## config.mk

```make
export PLATFORM = sky130hd
export DESIGN_NAME = gray_ptr_rx_32
export DESIGN_NICKNAME = d
export VERILOG_FILES = /design/src/rtl/gray_ptr_rx_32.sv
export SDC_FILE = /design/constraint.sdc
export NUM_CORES = 1
export LEC_CHECK = 0
export CELL_PAD_IN_SITES_DETAIL_PLACEMENT = 2
export CELL_PAD_IN_SITES_GLOBAL_PLACEMENT = 2
export CORE_MARGIN = 2
export CORE_UTILIZATION = 28
export CTS_CLUSTER_DIAMETER = 50
export DETAILED_ROUTE_END_ITERATION = 10
export PLACE_DENSITY_LB_ADDON = 0.08
export SETUP_SLACK_MARGIN = 0.1
export SLEW_MARGIN = 20
export SYNTH_ARGS = -nofsm -noshare
export SYNTH_HDL_FRONTEND = slang
export SYNTH_SLANG_ARGS = --single-unit
export TNS_END_PERCENT = 30
```

## constraint.sdc

```tcl
create_clock -name clk -period 3.5 [get_ports clk]
set_clock_uncertainty 0.15 [all_clocks]
set_input_delay 0.525 -clock clk [delete_from_list [all_inputs] [get_ports clk]]
set_output_delay 0.525 -clock clk [all_outputs]
set_load 0.02 [all_outputs]
```

## src/rtl/gray_ptr_rx_32.sv

```systemverilog
// Read-side endpoint for a Gray-coded 5-bit write pointer from another clock domain.
// Synchronizes and decodes the remote pointer, tracks the local read pointer,
// and traps illegal multi-step jumps until an explicit clear resynchronizes.
module gray_ptr_rx_32 #(
  parameter int unsigned SYNC_STAGES = 2
) (
  input  logic       clk,
  input  logic       reset_n,
  input  logic [4:0] gray_in,
  input  logic       rd_en,
  input  logic       clr_err,
  output logic [4:0] wr_bin,
  output logic [4:0] rd_bin,
  output logic [4:0] rd_gray,
  output logic [4:0] level,
  output logic       empty,
  output logic       rd_ok,
  output logic       ptr_err
);

  localparam int unsigned PTR_W = 5;

  typedef enum logic [1:0] {
    ST_RUN    = 2'd0,
    ST_ERR    = 2'd1,
    ST_RESYNC = 2'd2
  } state_t;

  function automatic logic [PTR_W-1:0] gray2bin(input logic [PTR_W-1:0] g);
    logic [PTR_W-1:0] b;
    b[PTR_W-1] = g[PTR_W-1];
    for (int i = int'(PTR_W) - 2; i >= 0; i--) begin
      b[i] = b[i+1] ^ g[i];
    end
    return b;
  endfunction

  function automatic logic [PTR_W-1:0] bin2gray(input logic [PTR_W-1:0] b);
    return b ^ (b >> 1);
  endfunction

  logic [PTR_W-1:0] sync_q [SYNC_STAGES];
  state_t           state_q, state_d;
  logic [PTR_W-1:0] wr_bin_q, wr_bin_d;
  logic [PTR_W-1:0] rd_bin_q, rd_bin_d;
  logic [PTR_W-1:0] rd_gray_q, rd_gray_d;
  logic             ptr_err_q, ptr_err_d;
  logic [PTR_W-1:0] dec;
  logic [PTR_W-1:0] delta;
  logic [PTR_W-1:0] rd_bin_inc;

  // Plain flop chain bringing gray_in into the clk domain
  always_ff @(posedge clk) begin
    if (!reset_n) begin
      for (int i = 0; i < int'(SYNC_STAGES); i++) sync_q[i] <= '0;
    end else begin
      sync_q[0] <= gray_in;
      for (int i = 1; i < int'(SYNC_STAGES); i++) sync_q[i] <= sync_q[i-1];
    end
  end

  // Decoded remote pointer, its step against the accepted value, and queue status
  always_comb begin
    dec        = gray2bin(sync_q[SYNC_STAGES-1]);
    delta      = dec - wr_bin_q;
    rd_bin_inc = rd_bin_q + PTR_W'(1);
    level      = wr_bin_q - rd_bin_q;
    empty      = (level == '0) || (state_q != ST_RUN);
    rd_ok      = rd_en && !empty;
  end

  // Next-state and pointer updates
  always_comb begin
    state_d   = state_q;
    wr_bin_d  = wr_bin_q;
    rd_bin_d  = rd_bin_q;
    rd_gray_d = rd_gray_q;
    ptr_err_d = ptr_err_q;

    // A pop is judged on this cycle's status, even if a jump is detected now
    if (rd_ok) begin
      rd_bin_d  = rd_bin_inc;
      rd_gray_d = bin2gray(rd_bin_inc);
    end

    case (state_q)
      ST_RUN: begin
        if (delta <= PTR_W'(1)) begin
          wr_bin_d = dec;
        end else begin
          ptr_err_d = 1'b1;
          state_d   = ST_ERR;
        end
      end
      ST_ERR: begin
        if (clr_err) state_d = ST_RESYNC;
      end
      ST_RESYNC: begin
        // Adopt the remote pointer and flush everything outstanding
        wr_bin_d  = dec;
        rd_bin_d  = dec;
        rd_gray_d = bin2gray(dec);
        ptr_err_d = 1'b0;
        state_d   = ST_RUN;
      end
      default: state_d = ST_RUN;
    endcase
  end

  // State and pointer registers
  always_ff @(posedge clk) begin
    if (!reset_n) begin
      state_q   <= ST_RUN;
      wr_bin_q  <= '0;
      rd_bin_q  <= '0;
      rd_gray_q <= '0;
      ptr_err_q <= 1'b0;
    end else begin
      state_q   <= state_d;
      wr_bin_q  <= wr_bin_d;
      rd_bin_q  <= rd_bin_d;
      rd_gray_q <= rd_gray_d;
      ptr_err_q <= ptr_err_d;
    end
  end

  assign wr_bin  = wr_bin_q;
  assign rd_bin  = rd_bin_q;
  assign rd_gray = rd_gray_q;
  assign ptr_err = ptr_err_q;

endmodule

```

---- After elaboration in Yosys (flattened, before gate mapping) ----
Memory sizes are Yosys's and may differ from the RTL's.
Index checks and enable logic that the tools add are counted.
storage, ports and cells
  memories ................................ 1
  register bits ........................... 18
  bits in writable memories ............... 10
  word-level logic and storage cells ...... 49
memories
  name    depth  bits a word  rd ports  clocked after memory_dff  write ports  line  text
  sync_q  2      5            2         0                         2            42    logic [PTR_W-1:0] sync_q [SYNC_STAGES];
cells by class
  order comparisons ....................... 1
  add/subtract/negate cells ............... 3
  equal/unequal tests ..................... 5
  bitwise logic cells ..................... 8
  mux-type cells .......................... 15
  reduce and logical (&&, ||, !) cells .... 11
operators by type and width
  cell                   number
  $mux W5                7
  $pmux W5 S2            1
  $sub A5 B5 Y5          2
  $xor A5 B4 Y5          2
  $ne A2 B2 Y1 const B   3
  $reduce_and A2 Y1      3
  $reduce_bool A2 Y1     3
  $add A5 B1 Y5 const B  1
  $le A5 B1 Y1 const B   1
  $logic_not A5 Y1       1
  $mux W2                2
  $pmux W2 S2            1
  $xor A1 B1 Y1          4
  $mux W1                3
  $eq A2 B1 Y1 const B   1
  $eq A2 B2 Y1 const B   1
  $logic_not A2 Y1       1
  $or A1 B1 Y1           2
  $pmux W1 S2            1
  $logic_and A1 B1 Y1    1
  $logic_not A1 Y1       1
  $logic_or A1 B1 Y1     1

---- Longest topological paths before layout ----
  depth in word-level cells ............... 8
  gate-level depth with buffers ........... 13
  depth with buffers taken out ............ 13

---- Worst setup path after synthesis ----
OpenSTA, ideal clock, no wires.
  kind .................................... reg-to-reg
  from .................................... mem sync_q[1][4], in the netlist sync_q[0][9]
  to ...................................... reg wr_bin_q[2], in the netlist wr_bin[2]
  slack ................................... 210 ps
  data arrival time ....................... 3023 ps
  clock period less this slack ............ 3290 ps
  data required time ...................... 3234 ps
  setup time .............................. 116 ps
  stages on the path, launching flop included .. 14
  path through ............................ dfxtp_1 xor2_2 xor2_2 xnor2_2 clkinv_4 xnor2_4 ha_1 fa_1 nand2b_1 a21oi_1 xnor2_1 o41ai_4 mux2i_1 nor2b_1
RTL lines
  element               line  text
  start, declared       42
  end signal, assigned  120   wr_bin_q <= wr_bin_d;
  end, declared         44    logic [PTR_W-1:0] wr_bin_q, wr_bin_d;

==> impl_metrics.json <==
{
  "clk_pin_slew_ns": 0.10,
  "yosys.area.top_type_share_pct": 35.6,
  "crit_chain": "xor2_4, xor2_2, xnor2_2, clkinv_4, xnor2_4, ha_2, fa_2, nand2b_4, a21oi_2, xnor2_2, o41ai_4, buf_6, mux2i_1, and2_1",
  "setup_viol": 0,
  "cts_sinks": 27,
  "worst_slack_ns": 0.253,
  "r2r_slack_ns": 0.25,
  "met1_usage_pct": 17.6,
  "cp-start-kind": "flip-flop",
  "remaining_drc_errors": 0,
  "dieArea_sq_um": 6030,
  "worstSkewPairLatency_ns": 0.28,
  "synth_top_family_by_area": "simple AND/OR/NAND/NOR gates",
  "drt_wl_total_um": 4310,
  "dr.pass1.iters": 2,
  "grt_pass1_vias": 1367,
  "stdcell_area_sq_um": 2070,
  "io_pins": 32,
  "cts_hold_buffers": 0,
  "rows": 26,
  "ant_nets": 0,
  "hp-class": "reg2reg",
  "top_usage_layer": "met2",
  "die_y_um": 77.6,
  "synth_compound_area_share_pct": 12.0,
  "die_width_um": 77.6,
  "fill_cells": 583,
  "crit_fanout": 5,
  "power_per_cell_area_nw_per_um2": 674,
  "critPathMostFrequentCell": "xnor2_2",
  "htree_levels": 1,
  "crit_arrival_ns": 3.32,
  "tightest_slew_ns": 0.604,
  "finalHoldViolations": 0,
  "cp-end-kind": "flip-flop",
  "grt.total_usage_pct": 14.6,
  "status": "complete, no violations",
  "via_per_inst": 4.75,
  "finalCritPeriodShare_pct": 92.8,
  "grt_pass1_wl_um": 6880,
  "grt_max_degree": 18,
  "antenna_found_initial": 0,
  "core-area_sq_um": 5170,
  "cts_buffers": 3,
  "fin_crit_ns": 3.25,
  "diodes": 0,
  "synth-warning-count": 0,
  "ir_worst_vdd_mv": 0.234,
  "synthAdderAreaFrac_pct": 10.1,
  "path_class": "reg2reg",
  "synth_mux_area_share_pct": 5.94,
  "placed_cell_area_sq_um": 1960,
  "synthCells": 161,
  "grt_util_met2_pct": 26.5,
  "leakage_nw": 0.816,
  "synth_nets": 181,
  "grt-ovfl-total": 0,
  "critical_path.slowest_cell": "dfxtp_4",
  "yosys.area_share.simple_pct": 16.8,
  "max_slew_margin_pct": 59.7,
  "syn_area_sq_um": 1520,
  "dpl.hpwl_um": 3410,
  "slew_violations": 0,
  "worstPathRequired_ns": 3.57,
  "drive_gt1_share_pct": 15.8,
  "tns_ns": 0,
  "fin_nets": 223,
  "globalplace.congestion": 0.789,
  "synth_cell_type_count": 33,
  "grt.met3_usage_pct": 1.98,
  "postSynthAreaPerCell_sq_um": 9.43,
  "crit_start": "sync_q[0][8]$_SDFF_PN0_",
  "initial_core_util_pct": 29.3,
  "synthToLayoutAreaGrowth_pct": 36.5,
  "reg2reg_from": "sync_q[0][8]$_SDFF_PN0_",
  "fmax_mhz": 308,
  "slowest_delay_ns": 0.38,
  "synth-seq-area-share_pct": 35.6,
  "drv_cap": 0,
  "drt_iter0_markers": 15,
  "critPathTopFamily": "XOR/XNOR gates",
  "vias": 1292,
  "cts_tree": "done",
  "synth_top_cell_by_area": "dfxtp_1",
  "synth-xor-area-share_pct": 14.3,
  "ys_seq_elements": 27,
  "numPortBuffers": 31,
  "place_ws_ns": 0.0197,
  "hp-start": "sync_q[0][2]$_SDFF_PN0_",
  "path_buf_inv": 2,
  "clock_path_buffers": 2,
  "root_buffer": "clkbuf_8",
  "wl_per_cell_um": 15.8,
  "synthTopCellsByArea": "dfxtp_1, ha_1, mux2i_1",
  "rsz0062_at_grt": "yes"
}
==> cell usage in the layout (no fill, tap or decap), types with 2 or more instances in the layout <==
| cell | n |
|---|---|
| xnor2_2 | 3 |
| nand2_1 | 7 |
| inv_1 | 11 |
| xor2_1 | 6 |
| clkdlybuf4s50_1 | 29 |
| nand4_1 | 2 |
| nor2_1 | 7 |
| nor3b_1 | 2 |
| a31oi_1 | 3 |
| nand3_1 | 6 |
| o311ai_0 | 2 |
| and2_1 | 12 |
| a21oi_1 | 7 |
| or3_1 | 3 |
| dfxtp_1 | 25 |
| ha_1 | 8 |
| mux2i_1 | 9 |
| buf_4 | 11 |
| xnor2_1 | 8 |
| nor2b_1 | 4 |
| clkbuf_8 | 3 |
| o21ai_0 | 12 |
==> registers in the layout (all words and copies together), names as in the netlist <==
signal and cells:
sync_q 10, rd_bin 5, wr_bin 5, rd_gray 4
state_q 2, ptr_err 1
==> layer usage <==
layer	vias up	part of all wire (%)
met2	20	55
met3	5	2.3
met5	-	0
met4	0	1.2
met1	649	41
li1	618	-
==> final timing paths <==
kind | to | depth (start not counted)
worst max-delay path | wr_bin[1]$_SDFFE_PN0P_ | 14
worst min-delay path | sync_q[0][7]$_SDFF_PN0_ | 1
worst max register to register | wr_bin[1]$_SDFFE_PN0P_ | 14
worst min register to register | sync_q[0][7]$_SDFF_PN0_ | 1
==> through the flow <==
stage	util, %	hold slack (ns)	cells	total power [mW]
2_1_floorplan	-	0.262	161	0.872
3_3_place_gp	37.8	0.267	265	1.17
3_5_place_dp	37.8	0.277	265	1.21
4_1_cts	38.8	0.295	269	1.39
5_1_grt	40.1	0.325	272	1.50
6_report	40.1	0.290	272	1.40
==> cells in the mapped netlist, drive strengths merged <==
cell / instances
xnor2: 12
buf: 2
o311ai: 2
inv: 12
nor2: 7
clkbuf: 4
and2: 12
nand3b: 1
nor2b: 4
nor3b: 2
a31oi: 3
nand2b: 2
xor2: 8
nand4: 2
o211ai: 1
ha: 9
or3: 3
dfxtp: 27
o41ai: 1
o211a: 1
nor4: 1
o21ai: 12
a21oi: 8
clkinv: 1
fa: 2
mux2i: 9
nand3: 6
nand2: 7
==> worst register-to-register path, delay by kind of cell (launching register included) <==
kind                       cells  cell delay [ns]
AOI/OAI and AO/OA              2             0.41
xor gates and xnor gates       5             0.91
adders and majority gates      2             0.57
buffers and inverters          2             0.30
DFF                            1             0.38
and+or+nand+nor                2             0.30
muxes                          1             0.17
==> power by group <==
part / switching, mW / internal [mW] / total [mW]
sequential: 0.0398 / 0.349 / 0.389
clock: 0.105 / 0.0811 / 0.186
combinational: 0.437 / 0.385 / 0.822
total: 0.582 / 0.815 / 1.40
==> cells by family (layout without fill, tap and decap cells) <==
| kind of cell | after synthesis | count (layout) |
|---|---|---|
| multiplexers | 9 | 9 |
| AO/OA/AOI/OAI | 28 | 28 |
| buffers and inverters | 19 | 60 |
| XOR/XNOR | 20 | 20 |
| adder cells (fa/ha/maj) | 11 | 11 |
| AND/OR/NAND/NOR | 47 | 47 |
| flip-flops | 27 | 27 |
==> area by class of cell <==
| cell class | instances | area (sq um) | area share, % |
|---|---|---|---|
| tap | 70 | 87.6 | 4.23 |
| clock buffer | 3 | 41.3 | 1.99 |
| sequential | 27 | 546 | 26.3 |
| multi-input combinational | 115 | 938 | 45.3 |
| clock inverter | 1 | 7.51 | 0.362 |
| inverter | 13 | 53.8 | 2.60 |
| timing repair buffer | 43 | 398 | 19.2 |
==> repair_timing <==
| action | 4_1_cts | 5_1_grt |
|---|---|---|
| setup buffers | 0 | 3 |
| setup endpoints to repair | 8 | 9 |
| gates resized for setup | 5 | 10 |
| pin swaps | 3 | 5 |
| hold endpoints to repair | 0 | 0 |
Power figures use the tool's default switching activity.
==> variant: new RTL, same flow settings <==
Set the parameter `SYNC_STAGES` to 4 (it was 2).
--- a/src/rtl/gray_ptr_rx_32.sv
+++ b/src/rtl/gray_ptr_rx_32.sv
@@ -3,5 +3,5 @@
 // and traps illegal multi-step jumps until an explicit clear resynchronizes.
 module gray_ptr_rx_32 #(
-  parameter int unsigned SYNC_STAGES = 2
+  parameter int unsigned SYNC_STAGES = 4
 ) (
   input  logic       clk,
Formal check against the unedited RTL: not equivalent (Yosys sat finds a counterexample within 4 cycles, from zero or initial values and one cycle with reset_n low).
==> variant against the unedited design <==
- die area rose by 17%
- global-route usage is 0.16 points lower
- sequential cell count increased by 10
- area after synthesis increased by 17%
- wire length is 7.7% higher
- fmax decreased by 1.5%
- final area up 13%
- cell count increased by 11%
- total power rose by 30%
- worst setup slack worse by 0.049 ns
- critical endpoint is now level[4]
- largest cell class unchanged
==> variant: results (changes against the unedited design) <==
[metrics] final cell utilization of the core: 37.6% (-2.4 points)
[metrics] fraction of area in multi-input gates: 41.7% (-3.6 points)
[metrics] number of flip-flops under the largest register name: 20 (+10)
[metrics] Clock buffers and inverters, area share: 5.12% (+2.8 points)
[metrics] ranking of synthesized cells by instance count: 37 x sky130_fd_sc_hd__dfxtp_1, 20 x sky130_fd_sc_hd__and2_1, 14 x sky130_fd_sc_hd__nand2_1
[metrics] Storage cell area: 743 um^2 (+36%)
[metrics] cts bufs inserted: 5 (+2)
[metrics] critical path arrival: 2.62 ns (-0.70 ns)
[metrics] Core ar.: 0.00624 mm^2 (+21%)
[metrics] largest net degree at the start of global routing: 24 (+6)
[metrics] Filler Cell Count: 681 (+17%)
[metrics] Worst Path Max Fanout: 4 (-1)
[metrics] slew at the pin with the worst max-slew slack: 0.749 ns (+0.146 ns)
[metrics] slowest cell on the critical path: sky130_fd_sc_hd__clkdlybuf4s50_1
[metrics] average vias per placed instance: 4.64 (-2.3%)
[metrics] Post-Syn Nets: 207 (+14%)
[metrics] layout multi-input combinational cell count: 128 (+11%)
[metrics] synth unique cells: 34 (+3.0%)
[metrics] total number of clock tree sinks: 37 (+37%)
[metrics] fraction of the yosys area taken by sequential cells: 41.5% (+5.9 points)
[metrics] half-perimeter wire length after detailed placement: 3630 um (+6.5%)
[metrics] largest stage delay on the critical path: 0.70 ns (+0.32 ns)
[metrics] WL/cell: 15.4 um (-2.7%)
[metrics] DR pass1 iterations: 4 (+2)
[metrics] ratio of cells with drive above 1 in the final layout: 13.4% (-2.4 points)
[metrics] status: finished clean
[metrics] largest cells by area after synthesis: sky130_fd_sc_hd__dfxtp_1 42%, sky130_fd_sc_hd__and2_1 7.0%, sky130_fd_sc_hd__ha_1 6.3%, sky130_fd_sc_hd__xor2_1 4.9%, sky130_fd_sc_hd__mux2i_1 3.9%
[metrics] final-layout clock buffer total: 6 (+3)
[metrics] Signal buf overhead: 15.4% (-3.9 points)
[metrics] Cell Area, Placed: 0.00220 mm^2 (+12%)
[metrics] cell leakage power: 0.962 nW (+18%)
[metrics] count of buffers not belonging to the clock network in the layout: 38 (-12%)
[metrics] global routing usage summed across all routing layers: 14.4% (-0.16 points)
[metrics] gpl congestion: 0.754 (-4.3%)
[metrics] final-stage net count: 243 (+9.0%)
[metrics] clock-pin slew reported for the worst setup and hold paths after clock tree synthesis: 0.08 ns (-0.02 ns)
[metrics] Worst VDD drop: 437 uV (+87%)
[metrics] Clock H-tree levels: 2 (+1)
[metrics] vias in the first global route: 1,570 (+15%)
[metrics] Initial DRC Count: 58 (+43)
[metrics] largest reg by FF count: sync_q
[metrics] inverter count: 13 (unchanged)
[metrics] global-route wire length before repair: 8000 um (+16%)
-- variant: cell types whose count changed after synthesis, moves of 4 or more --
cell / unedited run / this run
sky130_fd_sc_hd__dfxtp_1: 27 / 37
sky130_fd_sc_hd__xor2_1: 6 / 10
sky130_fd_sc_hd__nand2_1: 7 / 14
sky130_fd_sc_hd__and2_1: 12 / 20
-- variant: routing by layer --
metal | global-route usage (%) | vias up | wire length (um)
li1 | - | 683 | -
met1 | 16.9 | 693 | 2010
met2 | 26.4 | 19 | 2470
met3 | 3.36 | 2 | 140
met4 | 3.52 | 0 | 25
met5 | 0 | - | 0
-- variant: kinds of logic (layout without fill, tap and decap cells) --
logic type | count (synthesis) | in the layout | share of synthesized area (%)
fa+ha+maj | 11 | 11 | 8.56
buf+inv | 22 | 59 | 5.26
mux | 7 | 7 | 3.93
simple gates | 63 | 63 | 19.2
xor+xnor | 20 | 20 | 11.2
compound gates | 27 | 27 | 10.4
flops | 37 | 37 | 41.5
-- variant: stage by stage --
stage	worst slack [ns]	hold slack (ns)	total power (W)	cells
3_5_place_dp	0.107	0.275	0.00144	293
5_1_grt	0.0580	0.305	0.00195	301
2_1_floorplan	0.259	0.262	0.00110	187
4_1_cts	0.0597	0.294	0.00183	301
6_report	0.204	0.288	0.00182	301
3_3_place_gp	0.291	0.265	0.00142	293
-- variant: timing repair --
| action | CTS | global route |
|---|---|---|
| endpoints found under the setup margin | 7 | 8 |
| hold buffers | 0 | 0 |
| gates cloned | 0 | 0 |
| hold endpoints to repair | 0 | 0 |
| resized for setup | 2 | 7 |
-- variant: worst max-delay path: cells and delay by family, from the launching register on --
kind | cells | cell delay [ns]
buf+inv | 2 | 0.76
fa+ha+maj | 2 | 0.63
flops | 1 | 0.38
xor+xnor | 1 | 0.25
compound gates | 1 | 0.17
simple gates | 1 | 0.16
-- variant: power breakdown --
| group | switching [W] | internal, W |
|---|---|---|
| Clock | 0.000156 | 0.000232 |
| Sequential | 0.0000578 | 0.000473 |
| Combinational | 0.000491 | 0.000410 |
| Total | 0.000705 | 0.00111 |
-- variant: worst paths after layout --
kind                           startpoint                      end  slack [ns]  depth (start not counted)
setup reg to reg  sync_q[3][4]$_SDFF_PN0_   wr_bin[0]$_SDFFE_PN0P_        0.38                         12
hold reg to reg   sync_q[2][2]$_SDFF_PN0_  sync_q[3][2]$_SDFF_PN0_        0.29                          1
setup / recovery   wr_bin[0]$_SDFFE_PN0P_                 level[4]        0.20                          7
hold / removal    sync_q[2][2]$_SDFF_PN0_  sync_q[3][2]$_SDFF_PN0_        0.29                          1
